===== src/rtl/apb_pkg.sv =====
// ---------------------------------------------------------------------------
// apb_pkg
// Shared definitions for the APB register slave: bus widths, the transfer
// FSM state type and a helper that sizes the register-bank index.
// No ports (package).
// ---------------------------------------------------------------------------
package apb_pkg;

    localparam int APB_ADDR_W = 8;
    localparam int APB_DATA_W = 32;

    typedef enum logic {
        IDLE   = 1'b0,
        ACCESS = 1'b1
    } apb_state_e;

    // Index width needed to address n registers; never below one bit.
    function automatic int idx_width(input int n);
        return (n > 1) ? $clog2(n) : 1;
    endfunction

endpackage


===== src/rtl/apb_slave_regs_bank.sv =====
// ---------------------------------------------------------------------------
// apb_slave_regs_bank
// NUM_REGS x 32-bit register storage with one synchronous write port and
// one asynchronous (combinational) read port. Asynchronously cleared to 0.
//
// Ports:
//   pclk     in   clock, rising edge
//   presetn  in   asynchronous active-low reset
//   i_we     in   write enable (caller guarantees i_waddr is in range)
//   i_waddr  in   write index
//   i_wdata  in   write data
//   i_raddr  in   read index
//   o_rdata  out  contents of the register at i_raddr
// ---------------------------------------------------------------------------
module apb_slave_regs_bank
    import apb_pkg::*;
#(
    parameter int NUM_REGS = 16,
    parameter int IDX_W    = idx_width(NUM_REGS)
) (
    input  logic                  pclk,
    input  logic                  presetn,
    input  logic                  i_we,
    input  logic [IDX_W-1:0]      i_waddr,
    input  logic [APB_DATA_W-1:0] i_wdata,
    input  logic [IDX_W-1:0]      i_raddr,
    output logic [APB_DATA_W-1:0] o_rdata
);

    logic [APB_DATA_W-1:0] r_mem [NUM_REGS];

    always_ff @(posedge pclk or negedge presetn) begin
        if (!presetn) begin
            for (int i = 0; i < NUM_REGS; i++) begin
                r_mem[i] <= '0;
            end
        end else if (i_we) begin
            r_mem[i_waddr] <= i_wdata;
        end
    end

    // For non-power-of-two sizes an out-of-range index can appear here; the
    // top masks the result with its own address check.
    assign o_rdata = r_mem[i_raddr];

endmodule


===== src/rtl/apb_slave_regs.sv =====
// ---------------------------------------------------------------------------
// apb_slave_regs
// APB slave exposing NUM_REGS 32-bit registers with WAIT_STATES extra
// access-phase cycles per transfer. Out-of-range accesses complete with
// pslverr. wr_count counts successful writes and saturates at 16'hFFFF.
//
// Ports:
//   pclk      in   clock, rising edge
//   presetn   in   asynchronous active-low reset
//   psel      in   APB select
//   penable   in   APB access-phase strobe
//   pwrite    in   1 = write, 0 = read
//   paddr     in   word index
//   pwdata    in   write data (sampled in the setup phase only)
//   prdata    out  read data, 0 unless a valid read is completing
//   pready    out  transfer complete (combinational)
//   pslverr   out  error response, only while pready=1
//   wr_count  out  saturating count of successful writes
// ---------------------------------------------------------------------------
module apb_slave_regs
    import apb_pkg::*;
#(
    parameter int NUM_REGS    = 16,
    parameter int WAIT_STATES = 2
) (
    input  logic                  pclk,
    input  logic                  presetn,
    input  logic                  psel,
    input  logic                  penable,
    input  logic                  pwrite,
    input  logic [APB_ADDR_W-1:0] paddr,
    input  logic [APB_DATA_W-1:0] pwdata,
    output logic [APB_DATA_W-1:0] prdata,
    output logic                  pready,
    output logic                  pslverr,
    output logic [15:0]           wr_count
);

    localparam int                  IDX_W      = idx_width(NUM_REGS);
    // One extra bit so NUM_REGS=256 is representable in the range check.
    localparam logic [APB_ADDR_W:0] NUM_REGS_C = (APB_ADDR_W + 1)'(NUM_REGS);
    localparam logic [3:0]          WAIT_INIT  = 4'(WAIT_STATES);

    apb_state_e            r_state;
    logic [3:0]            r_cnt;
    logic [APB_ADDR_W-1:0] r_addr;
    logic                  r_write;
    logic [APB_DATA_W-1:0] r_wdata;
    logic [15:0]           r_wr_count;

    logic                  w_addr_ok;
    logic                  w_ready;
    logic                  w_we;
    logic [IDX_W-1:0]      w_idx;
    logic [APB_DATA_W-1:0] w_rdata;

    assign w_addr_ok = ({1'b0, r_addr} < NUM_REGS_C);
    assign w_ready   = (r_state == ACCESS) && (r_cnt == 4'd0) && psel && penable;
    assign w_we      = w_ready && r_write && w_addr_ok;
    assign w_idx     = r_addr[IDX_W-1:0];

    assign pready   = w_ready;
    assign pslverr  = w_ready && !w_addr_ok;
    assign prdata   = (w_ready && !r_write && w_addr_ok) ? w_rdata : '0;
    assign wr_count = r_wr_count;

    always_ff @(posedge pclk or negedge presetn) begin
        if (!presetn) begin
            r_state <= IDLE;
            r_cnt   <= '0;
            r_addr  <= '0;
            r_write <= 1'b0;
            r_wdata <= '0;
        end else begin
            case (r_state)
                IDLE: begin
                    // psel with penable already high is a protocol
                    // violation and is deliberately not treated as setup.
                    if (psel && !penable) begin
                        r_addr  <= paddr;
                        r_write <= pwrite;
                        r_wdata <= pwdata;
                        r_cnt   <= WAIT_INIT;
                        r_state <= ACCESS;
                    end
                end
                ACCESS: begin
                    if (!psel) begin
                        r_state <= IDLE;          // master aborted
                    end else if (penable) begin
                        if (r_cnt != 4'd0) begin
                            r_cnt <= r_cnt - 4'd1;
                        end else begin
                            r_state <= IDLE;      // completion edge
                        end
                    end
                end
                default: r_state <= IDLE;
            endcase
        end
    end

    always_ff @(posedge pclk or negedge presetn) begin
        if (!presetn) begin
            r_wr_count <= '0;
        end else if (w_we && (r_wr_count != 16'hFFFF)) begin
            r_wr_count <= r_wr_count + 16'd1;
        end
    end

    apb_slave_regs_bank #(
        .NUM_REGS (NUM_REGS),
        .IDX_W    (IDX_W)
    ) u_bank (
        .pclk    (pclk),
        .presetn (presetn),
        .i_we    (w_we),
        .i_waddr (w_idx),
        .i_wdata (r_wdata),
        .i_raddr (w_idx),
        .o_rdata (w_rdata)
    );

endmodule


===== config.mk =====
export PLATFORM = sky130hd
export DESIGN_NAME = apb_slave_regs
export DESIGN_NICKNAME = d
export VERILOG_FILES = /design/src/rtl/apb_pkg.sv /design/src/rtl/apb_slave_regs_bank.sv /design/src/rtl/apb_slave_regs.sv
export SDC_FILE = /design/constraint.sdc
export NUM_CORES = 1
export LEC_CHECK = 0
export BUFFER_PORTS_ARGS = -buffer_cell sky130_fd_sc_hd__buf_4
export CELL_PAD_IN_SITES_DETAIL_PLACEMENT = 2
export CELL_PAD_IN_SITES_GLOBAL_PLACEMENT = 2
export CORE_UTILIZATION = 38
export CTS_CLUSTER_DIAMETER = 120
export DETAILED_ROUTE_END_ITERATION = 10
export HOLD_SLACK_MARGIN = 0.15
export MAX_ROUTING_LAYER = met4
export PLACE_DENSITY_LB_ADDON = 0.25
export SETUP_SLACK_MARGIN = 0.4
export SYNTH_ARGS = -nofsm -noshare
export SYNTH_HDL_FRONTEND = slang
export SYNTH_SLANG_ARGS = --single-unit

===== constraint.sdc =====
create_clock -name pclk -period 2.7 [get_ports pclk]
set_input_delay 0.135 -clock pclk [delete_from_list [all_inputs] [get_ports pclk]]
set_output_delay 0.135 -clock pclk [all_outputs]
set_load 0.005 [all_outputs]

==> reports/results.txt <==
Crit. path cell count -> 16
Startpoint Class -> flop
Yosys cell types -> 50
Final Setup Violations -> 544
Placed Cells -> 2572
vias -> 17400
GRT Overall Usage -> 30.9%
Max Clk Rate -> 317 MHz
RSZ-0062 raised after global routing -> true
Post-Syn Instances -> 1606
Ys Warns -> 0
H-tree levels -> 3
Place WS -> 0.154 ns
CP required -> 3.22 ns
hold violation count in the final report -> 0
sequential-to-total area share from yosys stat -> 54.0%
critical path cell sequence -> inv_2 -> ha_4 -> nor3b_4 -> nand2_2 -> buf_6 -> buf_6 -> buf_6 -> inv_8 -> buf_6 -> nand4b_4 -> buf_12 -> nor2_4 -> buf_6 -> buf_6 -> buf_16 -> mux2_4
status -> finished with violations
FP Rows -> 96
worst min-delay path category -> in -> async
Non-Filler Instances -> 2922
Slowest Stage Delay on Critical Path -> 0.43 ns
fill count -> 5859
critical path fanouts, max -> 6
DR iter-0 viols -> 1472
power per cell area -> 581 nW/um^2
CTS clk-pin slew, worst paths -> 0.07 ns
Worst Tran Pin Value -> 0.855 ns
Port Buffers -> 94
setup slack after layout -> -0.450 ns
Crit. End Element -> flop
gr ovfl total -> 0
clock tree buffer depth -> 3
area grow syn2layout -> 38.7%
largest net degree at the start of global routing -> 82
reg2reg path depth -> 16
layout cell share with drive strength beyond 1 -> 62.1%
Leak -> 17.1 nW
Tcrit/Tclk final -> 117%
global-route wire length before repair -> 152 mm
CP top delay family -> buffers and inverters
DRC viols -> 0
most common cell in the netlist -> dfrtp_1
clock share of power -> 44.6%
worst vdd ir -> 0.404 mV
Post-Route WL -> 116 mm
CP Launch Point -> r_cnt[0]$_DFFE_PN0P_
die footprint -> 71000 sq um
ys async rst share -> 100%
most frequent cells after synthesis -> 574 x dfrtp_1, 400 x mux2_2, 128 x mux4_2
Final Util -> 53.5%
synthesized area -> 26600 sq um
Slowest-stage cell, CP -> dfrtp_1
FF-to-FF End -> u_bank.r_mem[138]$_DFFE_PN0P_
sw frac -> 28.5%
combinational power share -> 11.0%
area of the core -> 68900 sq um
Max Cap Viol -> 0
Synth Register Bits -> 574
initial antenna violation count -> 1
failing checks -> negative setup slack
top-area cell type share of the netlist area -> 54.0%
Die X -> 267 um
syn nets -> 1653
TritonCTS Buffers -> 67
critical path endpoint -> u_bank.r_mem[138]$_DFFE_PN0P_
Num Clock Sinks -> 574
Initial Util -> 38.6%
Mean Syn Cell Area -> 16.6 sq um
DIE HEIGHT -> 267 um
CTS root buffer -> clkbuf_16
CTS tree -> built
Setup TNS -> -155.00 ns
critical path class -> reg -> reg
ANT cells -> 0
Sequential Power Share -> 44.4%
Pre-antenna DRT Iters -> 5
vias in the first global route -> 19300
Tot Pwr -> 0.0214 W
Arr. time, crit path -> 3.67 ns
final period demand of the worst path -> 3.15 ns
CP most frequent cell -> buf_6
final net count -> 1987
Clock Skew -> 0.0423 ns
main flop type after synthesis -> dfrtp_1
vias per cell -> 5.95
Pint -> 0.0153 W
DP HPWL -> 43.2 mm
crit path buf inv count -> 10
area leader, netlist -> dfrtp_1
Skew-Pair Late Insertion Delay -> 0.64 ns
Post-synth EDFFs -> 0
antenna-violating nets left -> 0
# IOs -> 95
Max Slew Vio Count -> 0
R2R Setup Slk -> -0.45 ns
ranking of synthesized cells by area -> dfrtp_1 54%, mux2_2 17%, mux4_2 11%
reg-to-reg startpoint -> r_cnt[0]$_DFFE_PN0P_
wire length per cell -> 39.8 um
P_sw -> 0.00611 W
Max-slew headroom -> 43.0%
GP Congestion -> 0.727
[layout make-up]
| cell class | instances | area, sq um | share of cell area (%) |
|---|---|---|---|
| Clock buffer | 101 | 2000 | 5.42 |
| Clock inverter | 19 | 216 | 0.587 |
| Inverter | 7 | 33.8 | 0.0916 |
| Multi-Input combinational cell | 888 | 13300 | 36.0 |
| Sequential cell | 574 | 14400 | 39.0 |
| Tap cell | 931 | 1160 | 3.16 |
| Timing Repair Buffer | 402 | 5810 | 15.7 |
[worst min-delay path by stage]
| stage | endpoint | startpoint | slack [ns] | depth (start not counted) |
|---|---|---|---|---|
| 3_5_place_dp | wr_count[10]$_DFFE_PN0P_ | presetn | 0.19 | 1 |
| 2_1_floorplan | r_addr[0]$_DFFE_PN0P_ | presetn | -0.16 | 0 |
| 4_1_cts | wr_count[10]$_DFFE_PN0P_ | presetn | 0.15 | 2 |
| 5_1_grt | wr_count[10]$_DFFE_PN0P_ | presetn | 0.18 | 2 |
| 6_report | wr_count[10]$_DFFE_PN0P_ | presetn | 0.15 | 2 |
| 3_3_place_gp | wr_count[10]$_DFFE_PN0P_ | presetn | 0.18 | 1 |
[worst register-to-register path: stages (launching register included)]
cell      delay [ns]
dfrtp_1         0.43
inv_2           0.15
ha_4            0.18
nor3b_4         0.26
nand2_2         0.13
buf_6           0.14
buf_6           0.10
buf_6           0.12
inv_8           0.07
buf_6           0.12
nand4b_4        0.16
buf_12          0.22
nor2_4          0.23
buf_6           0.18
buf_6           0.11
buf_16          0.14
mux2_4          0.32
[registers in the layout, summed over array words and instances (netlist names)]
name,count
r_addr,8
r_cnt,4
r_state,1
r_wdata,32
r_write,1
u_bank.r_mem,512
wr_count,16
[cell usage in the layout, fill, tap and decap left out, drive strengths merged, types with 2 or more instances in the layout]
| master | instances |
|---|---|
| mux4 | 128 |
| xor2 | 5 |
| inv | 8 |
| ha | 2 |
| bufinv | 3 |
| o21ai | 2 |
| clkinv | 13 |
| o22ai | 34 |
| nand2b | 5 |
| mux2 | 555 |
| or3b | 2 |
| nand3b | 2 |
| buf | 355 |
| and3 | 6 |
| nor4 | 2 |
| clkinvlp | 2 |
| clkbuf | 102 |
| a21boi | 2 |
| nor2 | 19 |
| nor3 | 3 |
| a21oi | 2 |
| nand3 | 6 |
| dlygate4sd3 | 45 |
| and4 | 3 |
| nand2 | 18 |
| dfrtp | 574 |
| xnor2 | 9 |
| nor3b | 2 |
| mux2i | 64 |
| nand4 | 6 |
[per-layer routing]
metal | wire, um | vias up | GRT usage (%)
met4 | 6240 | 0 | 12.7
met2 | 58400 | 686 | 51.9
met5 | 0 | - | -
met3 | 5370 | 283 | 4.15
met1 | 46500 | 9790 | 37.6
li1 | - | 6641 | -
[power by group through the flow]
| stage | logic, W | clock network (W) | registers [W] |
|---|---|---|---|
| floorplan | 0.00133 | 0 | 0.00908 |
| global placement | 0.00175 | 0 | 0.00953 |
| detailed placement | 0.00177 | 0 | 0.00956 |
| CTS | 0.00215 | 0.00937 | 0.00941 |
| global route | 0.00246 | 0.00993 | 0.00955 |
| finish | 0.00236 | 0.00955 | 0.00952 |
[timing repair]
item,4_1_cts,5_1_grt
endpoints found under the setup margin,503,555
hold endpoints to repair,389,1
resized for setup,464,207
pin swaps,29,28
hold buffers,45,1
cloned,57,1
buffers inserted,99,28
[cell families after synthesis]
group                      synth area share [%]
muxes                                      38.4
DFF                                        54.0
buffers and inverters                      3.69
and+or+nand+nor                            2.11
AOI/OAI and AO/OA                          1.18
xor gates and xnor gates                  0.461
adders and majority gates                0.0941
[metrics by stage]
| stage | hold slack (ns) | area (sq um) |
|---|---|---|
| 2_1_floorplan | -0.161 | 26600 |
| 3_5_place_dp | 0.191 | 28700 |
| 4_1_cts | 0.152 | 35700 |
| 3_3_place_gp | 0.180 | 28700 |
| 6_report | 0.147 | 36900 |
| 5_1_grt | 0.175 | 36900 |
No activity file was read; power rests on OpenSTA's default activity.
